==> config.mk <==
export PLATFORM = sky130hd
export DESIGN_NAME = iterative_multiplier
export DESIGN_NICKNAME = d
export VERILOG_FILES = /design/src/rtl/iterative_multiplier.sv
export SDC_FILE = /design/constraint.sdc
export NUM_CORES = 1
export LEC_CHECK = 0
export ABC_AREA = 1
export CAP_MARGIN = 10
export CORE_ASPECT_RATIO = 1.75
export CORE_MARGIN = 3
export CORE_UTILIZATION = 53
export CTS_CLUSTER_SIZE = 25
export DETAILED_ROUTE_END_ITERATION = 8
export GPL_TIMING_DRIVEN = 0
export PLACE_DENSITY_LB_ADDON = 0.05
export SLEW_MARGIN = 20
export SYNTH_ARGS = -nofsm -noshare
export SYNTH_HDL_FRONTEND = slang
export SYNTH_SLANG_ARGS = --single-unit
==> constraint.sdc <==
create_clock -name clk -period 3 [get_ports clk]
set_clock_uncertainty 0.15 [all_clocks]
set_input_delay 0.45 -clock clk [delete_from_list [all_inputs] [get_ports clk]]
set_output_delay 0.45 -clock clk [all_outputs]
set_load 0.02 [all_outputs]
==> src/rtl/iterative_multiplier.sv <==
// Shift-add multiplier: full 2N-bit signed/unsigned product, B multiplier bits per cycle, result N/B cycles after accept.
// Valid/ready on both sides; in_ready only in IDLE, and DONE holds result/out_valid until out_ready.
module iterative_multiplier #(
  parameter int N = 8,
  parameter int B = 1
) (
  input  logic           clk,
  input  logic           rst_n,
  input  logic           in_valid,
  output logic           in_ready,
  input  logic [N-1:0]   in0,
  input  logic [N-1:0]   in1,
  input  logic           is_signed,
  output logic           out_valid,
  input  logic           out_ready,
  output logic [2*N-1:0] result
);

  localparam int ITER = N / B;
  localparam int CW   = (ITER > 1) ? $clog2(ITER) : 1;

  typedef enum logic [1:0] {
    S_IDLE = 2'd0,
    S_BUSY = 2'd1,
    S_DONE = 2'd2
  } state_t;

  state_t           r_state;
  state_t           w_next;
  logic             w_accept;
  logic             w_last;

  logic             r_neg;
  logic [2*N-1:0]   r_mcand;
  logic [N-1:0]     r_mplier;
  logic [2*N-1:0]   r_acc;
  logic [CW-1:0]    r_cnt;
  logic [2*N-1:0]   r_result;

  logic             w_neg;
  logic [N-1:0]     w_mag0;
  logic [N-1:0]     w_mag1;
  logic [2*N-1:0]   w_pp;
  logic [2*N-1:0]   w_sum;
  logic [2*N-1:0]   w_final;

  // Operands are reduced to magnitudes; the sign is reapplied once at the end.
  assign w_neg  = is_signed & (in0[N-1] ^ in1[N-1]);
  assign w_mag0 = (is_signed && in0[N-1]) ? (~in0 + N'(1)) : in0;
  assign w_mag1 = (is_signed && in1[N-1]) ? (~in1 + N'(1)) : in1;

  assign w_pp    = r_mcand * {{(2*N-B){1'b0}}, r_mplier[B-1:0]};
  assign w_sum   = r_acc + w_pp;
  assign w_final = r_neg ? (~w_sum + (2*N)'(1)) : w_sum;

  assign result = r_result;

  always_ff @(posedge clk or negedge rst_n) begin
    if (!rst_n) begin
      r_state <= S_IDLE;
    end else begin
      r_state <= w_next;
    end
  end

  always_comb begin
    w_next    = r_state;
    in_ready  = 1'b0;
    out_valid = 1'b0;
    w_accept  = 1'b0;
    w_last    = 1'b0;
    case (r_state)
      S_IDLE: begin
        in_ready = 1'b1;
        if (in_valid) begin
          w_accept = 1'b1;
          w_next   = S_BUSY;
        end
      end
      S_BUSY: begin
        if (r_cnt == CW'(ITER - 1)) begin
          w_last = 1'b1;
          w_next = S_DONE;
        end
      end
      S_DONE: begin
        out_valid = 1'b1;
        if (out_ready) begin
          w_next = S_IDLE;
        end
      end
      default: w_next = S_IDLE;
    endcase
  end

  always_ff @(posedge clk or negedge rst_n) begin
    if (!rst_n) begin
      r_neg    <= 1'b0;
      r_mcand  <= '0;
      r_mplier <= '0;
      r_acc    <= '0;
      r_cnt    <= '0;
      r_result <= '0;
    end else if (w_accept) begin
      r_neg    <= w_neg;
      r_mcand  <= {{N{1'b0}}, w_mag0};
      r_mplier <= w_mag1;
      r_acc    <= '0;
      r_cnt    <= '0;
    end else if (r_state == S_BUSY) begin
      r_acc    <= w_sum;
      r_mcand  <= r_mcand << B;
      r_mplier <= r_mplier >> B;
      r_cnt    <= r_cnt + CW'(1);
      if (w_last) begin
        r_result <= w_final;
      end
    end
  end

endmodule

==> metrics.txt, run 1 <==
# TYPE chip_impl_metric gauge
chip_impl_info{name="run_status",value="complete, no violations"} 1
chip_impl_metric{name="switching_power",unit="mW"} 3.03
chip_impl_info{name="crit_path_cell_trace",value="buf_6, nand2_1, inv_1, ha_4, fa_2, nand2_1, nand2_2, nand3_1, nand2_1, nand2_1, nand2_1, nor2_2, nand3_1, o21ai_1, nand3_1, nand3_1, nand2_1"} 1
chip_impl_metric{name="grt_overflow",unit=""} 0
chip_impl_metric{name="finish.net_count",unit=""} 726
chip_impl_metric{name="final_core_util",unit="%"} 67.0
chip_impl_info{name="synth_area_leaders",value="sky130_fd_sc_hd__dfrtp_1 (36%), sky130_fd_sc_hd__nand2_1 (18%), sky130_fd_sc_hd__inv_1 (8.8%)"} 1
chip_impl_metric{name="clockBufferDepth",unit=""} 2
chip_impl_metric{name="synth-edff-count",unit=""} 0
chip_impl_metric{name="design.die.area",unit="µm²"} 9260
chip_impl_metric{name="syn_area",unit="µm²"} 4290
chip_impl_metric{name="placementRows",unit=""} 42
chip_impl_metric{name="intPower",unit="mW"} 3.12
chip_impl_metric{name="drv_slew",unit=""} 0
chip_impl_metric{name="remaining_drc_errors",unit=""} 0
chip_impl_metric{name="antenna_violating_nets_post_route",unit=""} 0
chip_impl_metric{name="core-area",unit="µm²"} 7720
chip_impl_metric{name="sinks_on_clock_net",unit=""} 62
chip_impl_metric{name="max_freq",unit="MHz"} 354
chip_impl_metric{name="worst_hold_path.num_cells",unit=""} 2
chip_impl_metric{name="maximum_number_of_pins_on_one_net_before_global_route_repair",unit=""} 38
chip_impl_metric{name="clock_insertion_delay_worst_skew",unit="ns"} 0.33
chip_impl_metric{name="depth_of_the_most_critical_reg_to_reg_path",unit=""} 17
chip_impl_metric{name="vias_per_cell",unit=""} 5.35
chip_impl_info{name="count_leader_synth",value="sky130_fd_sc_hd__nand2_1"} 1
chip_impl_metric{name="syn_to_final_growth",unit="%"} 20.6
chip_impl_metric{name="dpl-instance-area",unit="µm²"} 4800
chip_impl_metric{name="cts_buffers",unit=""} 9
chip_impl_metric{name="dr_total_vias",unit=""} 4150
chip_impl_metric{name="post_route_cells_drive_above_1_share",unit="%"} 9.45
chip_impl_metric{name="number_of_antenna_violations_at_the_first_check_in_global_routing",unit=""} 0
chip_impl_metric{name="starting_density",unit="%"} 55.6
chip_impl_metric{name="die_height",unit="µm"} 125
chip_impl_metric{name="synth.top_cell.area_share",unit="%"} 36.2
chip_impl_metric{name="drt_first_iter_violations",unit=""} 193
chip_impl_metric{name="fin_area",unit="µm²"} 5170
chip_impl_metric{name="ys_ff_latch",unit=""} 62
chip_impl_metric{name="ys_async_sr_fraction",unit="%"} 100
chip_impl_metric{name="leakagePower",unit="nW"} 2.73
chip_impl_metric{name="clockPowerShare",unit="%"} 15.6
chip_impl_metric{name="pwr_density_cell",unit="nW/µm²"} 1190
chip_impl_info{name="dominantRegCellSynth",value="sky130_fd_sc_hd__dfrtp_1"} 1
chip_impl_info{name="timing.critical_path.to_type",value="flop"} 1
chip_impl_metric{name="globalplace.congestion",unit=""} 0.931
chip_impl_metric{name="post_synth_num_cell_types",unit=""} 32
chip_impl_info{name="holdCritPathClass",value="flop to flop"} 1
chip_impl_info{name="tritoncts",value="built"} 1
chip_impl_metric{name="place.port_buffers",unit=""} 38
chip_impl_metric{name="worst_ep_arrival_time",unit="ns"} 2.90
chip_impl_metric{name="max_slew.worst_pin.slew",unit="ns"} 0.695
chip_impl_metric{name="hpwlAfterDp",unit="µm"} 8920
chip_impl_metric{name="hold_viol_final",unit=""} 0
chip_impl_metric{name="cts.reportedPaths.clkPinSlew",unit="ns"} 0.05
chip_impl_metric{name="synth_warnings",unit=""} 0
chip_impl_info{name="critical_path.startpoint_type",value="flop"} 1
chip_impl_metric{name="antennaDiodeCount",unit=""} 0
chip_impl_metric{name="fin_crit_sh",unit="%"} 94.2
chip_impl_metric{name="synthesis.area_per_instance",unit="µm²"} 6.79
chip_impl_metric{name="placement.setup.worst_slack",unit="ns"} -0.412
chip_impl_metric{name="cap_viol_max_count",unit=""} 0
chip_impl_metric{name="die_w",unit="µm"} 74.0
chip_impl_metric{name="syn_nets",unit=""} 674
chip_impl_metric{name="cts_h_tree_depth",unit=""} 3
chip_impl_metric{name="worstPathMaxFanout",unit=""} 7
chip_impl_metric{name="postLayoutSetupSlackWorst",unit="ns"} 0.173
chip_impl_info{name="timing.setup.critical_path_class",value="flop to flop"} 1
chip_impl_metric{name="postSynthCellCount",unit=""} 632
chip_impl_info{name="synth_largest_area_cell",value="sky130_fd_sc_hd__dfrtp_1"} 1
chip_impl_metric{name="yosysSeqAreaShare",unit="%"} 36.2
chip_impl_metric{name="wl",unit="µm"} 11200
chip_impl_metric{name="globalRouteTotalUtil",unit="%"} 26.2
chip_impl_metric{name="routed_wl_per_cell",unit="µm"} 14.4
chip_impl_info{name="synth_common_cells",value="sky130_fd_sc_hd__nand2_1 (201), sky130_fd_sc_hd__inv_1 (101), sky130_fd_sc_hd__dfrtp_1 (62)"} 1
chip_impl_metric{name="ioPinCount",unit=""} 39
chip_impl_info{name="crit_slowest_cell",value="sky130_fd_sc_hd__dfrtp_2"} 1
chip_impl_metric{name="power.share.combinational",unit="%"} 60.7
chip_impl_info{name="critical_path.most_common_cell",value="sky130_fd_sc_hd__nand2_1"} 1
chip_impl_metric{name="cp_data_required_time",unit="ns"} 3.07
chip_impl_metric{name="peakVddDrop",unit="mV"} 0.653
chip_impl_metric{name="grt_first_pass_wirelength",unit="µm"} 18800
chip_impl_metric{name="max_stage_delay_on_crit_path",unit="ns"} 0.46
chip_impl_metric{name="fin_crit_period",unit="ns"} 2.83
chip_impl_metric{name="netSwitchingFraction",unit="%"} 49.2
chip_impl_metric{name="first_global_vias",unit=""} 4259
chip_impl_metric{name="timing.slew.headroom",unit="%"} 53.7
chip_impl_metric{name="power_total",unit="mW"} 6.15
chip_impl_metric{name="seq_power_share",unit="%"} 23.7
chip_impl_metric{name="setup-violations-final",unit=""} 0
chip_impl_info{name="ctsRootBufferMaster",value="sky130_fd_sc_hd__clkbuf_16"} 1
chip_impl_metric{name="timing.setup.tns",unit="ns"} 0
chip_impl_metric{name="drtPass1Iterations",unit=""} 4
per-stage QoR:
| step | hold slack [ns] | instances |
|---|---|---|
| global placement | 0.312 | 758 |
| global route | 0.345 | 776 |
| floorplan | 0.00441 | 632 |
| detailed placement | 0.242 | 759 |
| CTS | 0.330 | 774 |
| finish | 0.324 | 776 |
final timing paths:
kind | start | endpoint | slack (ns)
setup / recovery | r_mplier[0] | result[15] | 0.17
hold / removal | result[11] | result[11] | 0.32
setup reg to reg | r_mplier[0] | result[15] | 0.17
hold reg to reg | result[11] | result[11] | 0.32
max in group asynchronous | rst_n | r_mplier[0] | 1.73
min in group asynchronous | rst_n | r_acc[12] | 0.43
routing by layer:
metal	global-route usage (%)	vias to the layer above	share of wire, %
li1	-	2106	-
met1	26.1	1890	37
met2	46.8	106	53
met3	4.42	48	3.1
met4	18.6	0	7.1
met5	0	-	0
kinds of logic (layout without fill, tap and decap cells):
logic type	Yosys count	count (layout)	synth area share, %
xor+xnor	16	16	3.27
buf+inv	120	176	10.7
fa+ha+maj	21	21	6.30
simple gates	314	314	30.9
compound gates	99	99	12.7
flops	62	62	36.2
cells in the final DEF (no fill, tap or decap), types with 9 or more instances in the layout:
| cell | count |
|---|---|
| sky130_fd_sc_hd__o21ai_0 | 61 |
| sky130_fd_sc_hd__clkbuf_16 | 9 |
| sky130_fd_sc_hd__nor2_2 | 10 |
| sky130_fd_sc_hd__dfrtp_1 | 61 |
| sky130_fd_sc_hd__nand2_2 | 15 |
| sky130_fd_sc_hd__ha_1 | 18 |
| sky130_fd_sc_hd__a21oi_1 | 14 |
| sky130_fd_sc_hd__inv_1 | 100 |
| sky130_fd_sc_hd__o22ai_1 | 9 |
| sky130_fd_sc_hd__xor2_1 | 12 |
| sky130_fd_sc_hd__nand2_1 | 196 |
| sky130_fd_sc_hd__nand3_1 | 40 |
| sky130_fd_sc_hd__clkdlybuf4s50_1 | 37 |
| sky130_fd_sc_hd__nor2_1 | 35 |
| sky130_fd_sc_hd__clkbuf_1 | 11 |
state kept, by name (all words and copies together) (netlist names):
signal,cells
r_acc,16
r_cnt,3
r_mcand,16
r_mplier,8
r_neg,1
r_state,2
result,16
cell type report:
| type | count | area, µm² |
|---|---|---|
| Fill cell | 720 | 2550 |
| Multi-Input combinational cell | 450 | 2340 |
| Sequential cell | 62 | 1550 |
| Timing Repair Buffer | 42 | 435 |
| Inverter | 104 | 390 |
| Clock buffer | 11 | 253 |
| Tap cell | 88 | 110 |
| Buffer | 15 | 73.8 |
| Clock inverter | 4 | 22.5 |
what timing repair did:
| action | CTS | global route |
|---|---|---|
| setup endpoints to repair | 11 | 9 |
| pin swaps | 0 | 3 |
| endpoints found under the hold margin | 25 | 0 |
| resized for setup | 5 | 17 |
| setup buffers | 0 | 2 |
| hold buffers | 1 | 0 |
critical path, delay by kind of cell (launching register included):
| kind | cells | cell delay, ns |
|---|---|---|
| adders and majority gates | 2 | 0.57 |
| DFF | 1 | 0.46 |
| AOI/OAI and AO/OA | 1 | 0.20 |
| and+or+nand+nor | 12 | 1.10 |
| buffers and inverters | 2 | 0.21 |
power groups by stage:
stage / combinational, mW / clock [mW] / sequential (mW)
finish: 3.74 / 0.957 / 1.46
global route: 4.23 / 1.00 / 1.51
CTS: 3.60 / 0.974 / 1.46
detailed placement: 3.59 / 0 / 1.45
global placement: 3.50 / 0 / 1.44
floorplan: 2.46 / 0 / 1.50
Power figures use the tool's default switching activity.
==> run 2: changes to the inputs <==
--- a/config.mk
+++ b/config.mk
@@ -10,3 +10,3 @@
 export CORE_ASPECT_RATIO = 1.75
-export CORE_MARGIN = 3
+export CORE_MARGIN = 2
 export CORE_UTILIZATION = 53
@@ -16,3 +16,3 @@
 export PLACE_DENSITY_LB_ADDON = 0.05
-export SLEW_MARGIN = 20
+export SLEW_MARGIN = 0
 export SYNTH_ARGS = -nofsm -noshare
==> constraint.sdc (replaced) <==
create_clock -name clk -period 3 [get_ports clk]
set_clock_uncertainty 0.15 [all_clocks]
set_input_delay 0.3 -clock clk [delete_from_list [all_inputs] [get_ports clk]]
set_output_delay 0.3 -clock clk [all_outputs]
set_load 0.02 [all_outputs]
==> run 2 against run 1 <==
Net effect:
- register-to-register slack hardly changed
- hold slack improved by 0.0010 ns
- non-clock buffer count rose by 5
- highest routed layer unchanged
==> metrics.txt, run 2 (synthesis results as in run 1) <==
# TYPE chip_impl_metric gauge
chip_impl_metric{name="maximum_number_of_pins_on_one_net_before_global_route_repair",unit=""} 63
chip_impl_info{name="tritoncts",value="built"} 1
chip_impl_info{name="crit_path_cell_trace",value="buf_8, buf_4, nand2_1, inv_1, ha_1, nand2_1, nor2_2, and2_1, nand2_1, nand2_1, nand2_1, nand2_1, nand2_1, nor2_1, nand2_1, nand3_1, nand3_1, nand2_1"} 1
chip_impl_info{name="layout.cells.most_common_list",value="sky130_fd_sc_hd__nand2_1 (197), sky130_fd_sc_hd__inv_1 (98), sky130_fd_sc_hd__o21ai_0 (61), sky130_fd_sc_hd__dfrtp_1 (61), sky130_fd_sc_hd__nand3_1 (40)"} 1
chip_impl_metric{name="antennaDiodeCount",unit=""} 0
chip_impl_metric{name="placement.setup.worst_slack",unit="ns"} -0.394
chip_impl_info{name="final_common_cell",value="sky130_fd_sc_hd__nand2_1"} 1
chip_impl_metric{name="worst_hold_slack",unit="ns"} 0.325
chip_impl_metric{name="syn_to_final_growth",unit="%"} 23.1
chip_impl_metric{name="timing.slew.headroom",unit="%"} 46.1
chip_impl_metric{name="timing.setup.tns",unit="ns"} 0
chip_impl_metric{name="globalRouteTotalUtil",unit="%"} 28.4
chip_impl_metric{name="cap_viol_max_count",unit=""} 0
chip_impl_info{name="critical_path.startpoint_type",value="flop"} 1
chip_impl_info{name="timing.critical_path.to_type",value="flop"} 1
chip_impl_metric{name="setup-violations-final",unit=""} 0
chip_impl_metric{name="drt_first_iter_violations",unit=""} 230
chip_impl_metric{name="core-area",unit="µm²"} 7910
chip_impl_metric{name="wl",unit="µm"} 11600
chip_impl_metric{name="die_w",unit="µm"} 72.0
chip_impl_metric{name="hold_viol_final",unit=""} 0
chip_impl_metric{name="drtPass1Iterations",unit=""} 5
chip_impl_metric{name="reg2reg_setup_slack",unit="ns"} 0.18
chip_impl_metric{name="fin_crit_period",unit="ns"} 2.82
chip_impl_metric{name="first_global_vias",unit=""} 4180
chip_impl_metric{name="placementRows",unit=""} 43
chip_impl_metric{name="cp_data_required_time",unit="ns"} 3.13
chip_impl_info{name="crit-reg2reg-capture",value="result[15]"} 1
chip_impl_metric{name="hpwlAfterDp",unit="µm"} 8920
chip_impl_metric{name="post_route_cells_drive_above_1_share",unit="%"} 10.4
chip_impl_metric{name="max_stage_delay_on_crit_path",unit="ns"} 0.47
chip_impl_info{name="run_status",value="complete, no violations"} 1
chip_impl_metric{name="max_freq",unit="MHz"} 354
chip_impl_info{name="hold-path-endpoint",value="result[14]"} 1
chip_impl_metric{name="pwr_density_cell",unit="nW/µm²"} 1250
chip_impl_metric{name="depth_of_the_most_critical_reg_to_reg_path",unit=""} 18
chip_impl_metric{name="sinks_on_clock_net",unit=""} 62
chip_impl_metric{name="cts_buffers",unit=""} 9
chip_impl_metric{name="design.die.area",unit="µm²"} 8860
chip_impl_info{name="timing.setup.critical_path_class",value="flop to flop"} 1
chip_impl_metric{name="remaining_drc_errors",unit=""} 0
chip_impl_metric{name="cts.reportedPaths.clkPinSlew",unit="ns"} 0.06
chip_impl_metric{name="grt_first_pass_wirelength",unit="µm"} 19100
chip_impl_metric{name="place.port_buffers",unit=""} 38
chip_impl_metric{name="leakagePower",unit="nW"} 2.78
chip_impl_metric{name="peakVddDrop",unit="mV"} 0.664
chip_impl_metric{name="worstPathMaxFanout",unit=""} 7
chip_impl_metric{name="drv_slew",unit=""} 0
chip_impl_metric{name="clock_insertion_delay_worst_skew",unit="ns"} 0.34
chip_impl_metric{name="clockBufferDepth",unit=""} 2
chip_impl_info{name="ctsRootBufferMaster",value="sky130_fd_sc_hd__clkbuf_16"} 1
chip_impl_metric{name="worst_hold_path.num_cells",unit=""} 2
chip_impl_metric{name="fill_cells",unit=""} 727
chip_impl_info{name="crit_slowest_cell",value="sky130_fd_sc_hd__dfrtp_2"} 1
chip_impl_metric{name="globalplace.congestion",unit=""} 0.948
chip_impl_metric{name="starting_density",unit="%"} 54.3
chip_impl_metric{name="dpl-instance-area",unit="µm²"} 4780
chip_impl_metric{name="max_slew.worst_pin.slew",unit="ns"} 0.808
chip_impl_metric{name="ioPinCount",unit=""} 39
chip_impl_metric{name="number_of_antenna_violations_at_the_first_check_in_global_routing",unit=""} 0
chip_impl_metric{name="vias_per_cell",unit=""} 5.36
chip_impl_metric{name="cts_h_tree_depth",unit=""} 3
chip_impl_metric{name="finish.net_count",unit=""} 731
chip_impl_info{name="holdCritPathClass",value="flop to flop"} 1
chip_impl_metric{name="worst_ep_arrival_time",unit="ns"} 2.95
chip_impl_metric{name="fin_crit_sh",unit="%"} 94.1
chip_impl_metric{name="grt_overflow",unit=""} 0
chip_impl_metric{name="dr_total_vias",unit=""} 4203
chip_impl_metric{name="antenna_violating_nets_post_route",unit=""} 0
chip_impl_info{name="timing.hold.worst.start",value="result[14]"} 1
chip_impl_metric{name="routed_wl_per_cell",unit="µm"} 14.8
chip_impl_metric{name="fin_area",unit="µm²"} 5280
chip_impl_info{name="critical_path.most_common_cell",value="sky130_fd_sc_hd__nand2_1"} 1
chip_impl_metric{name="die_height",unit="µm"} 123
chip_impl_info{name="startpoint_of_the_lowest_slack_register_to_register_path",value="r_mplier[0]"} 1
chip_impl_metric{name="postLayoutSetupSlackWorst",unit="ns"} 0.177
run 2: cell types whose count changed in the layout (fill, tap and decap cells not counted), moves of 3 or more:
cell                        before  now
sky130_fd_sc_hd__buf_4           2    9
sky130_fd_sc_hd__nand2_2        15   12
sky130_fd_sc_hd__bufinv_16       0    3
sky130_fd_sc_hd__clkinv_2        3    0
run 2: layout make-up:
type	count	area (µm²)	area share, %
Multi-Input combinational cell	450	2350	44.4
Clock inverter	6	115	2.18
Inverter	104	390	7.39
Sequential cell	62	1550	29.4
Buffer	15	77.6	1.47
Tap cell	90	113	2.13
Clock buffer	10	239	4.52
Timing Repair Buffer	47	448	8.48
run 2: where the power goes:
| part | switching [mW] | total (mW) | internal [mW] |
|---|---|---|---|
| Combinational | 2.52 | 3.88 | 1.37 |
| Clock | 0.401 | 1.24 | 0.840 |
| Sequential | 0.245 | 1.47 | 1.23 |
| Total | 3.16 | 6.60 | 3.44 |
run 2: worst max-delay path by stage:
| stage | end | slack (ns) | from |
|---|---|---|---|
| global route | result[14] | -0.02 | r_mplier[0] |
| finish | result[15] | 0.18 | r_mplier[0] |
| detailed placement | result[14] | -0.39 | r_mplier[0] |
| CTS | result[14] | 0.03 | r_mplier[0] |
| floorplan | result[14] | 0.13 | r_mplier[0] |
| global placement | r_cnt[1] | -0.58 | rst_n |
run 2: stage by stage:
| stage | util [%] | instances | power (mW) |
|---|---|---|---|
| 2_1_floorplan | - | 632 | 3.97 |
| 3_3_place_gp | 60.5 | 760 | 4.98 |
| 3_5_place_dp | 60.5 | 760 | 5.08 |
| 4_1_cts | 65.2 | 776 | 6.37 |
| 5_1_grt | 66.8 | 784 | 7.15 |
| 6_report | 66.8 | 784 | 6.60 |
run 2: critical path: cells and delay by family, from the launching register on:
family        cells  cell delay [ns]
fa+ha+maj         1             0.37
flops             1             0.47
buf+inv           3             0.33
simple gates     14             1.44
run 2: routing by layer:
metal / vias up / global-route usage [%] / share of wire (%)
met5: - / 0 / 0
met4: 0 / 18.9 / 5.5
met3: 36 / 4.89 / 3.0
met2: 96 / 51.9 / 54
met1: 1947 / 29.0 / 37
li1: 2124 / - / -
run 2: what timing repair did:
item | 4_1_cts | 5_1_grt
pin swaps | 0 | 5
endpoints found under the hold margin | 62 | 0
endpoints found under the setup margin | 12 | 9
setup buffers | 0 | 8
hold buffers | 1 | 0
resized for setup | 6 | 19
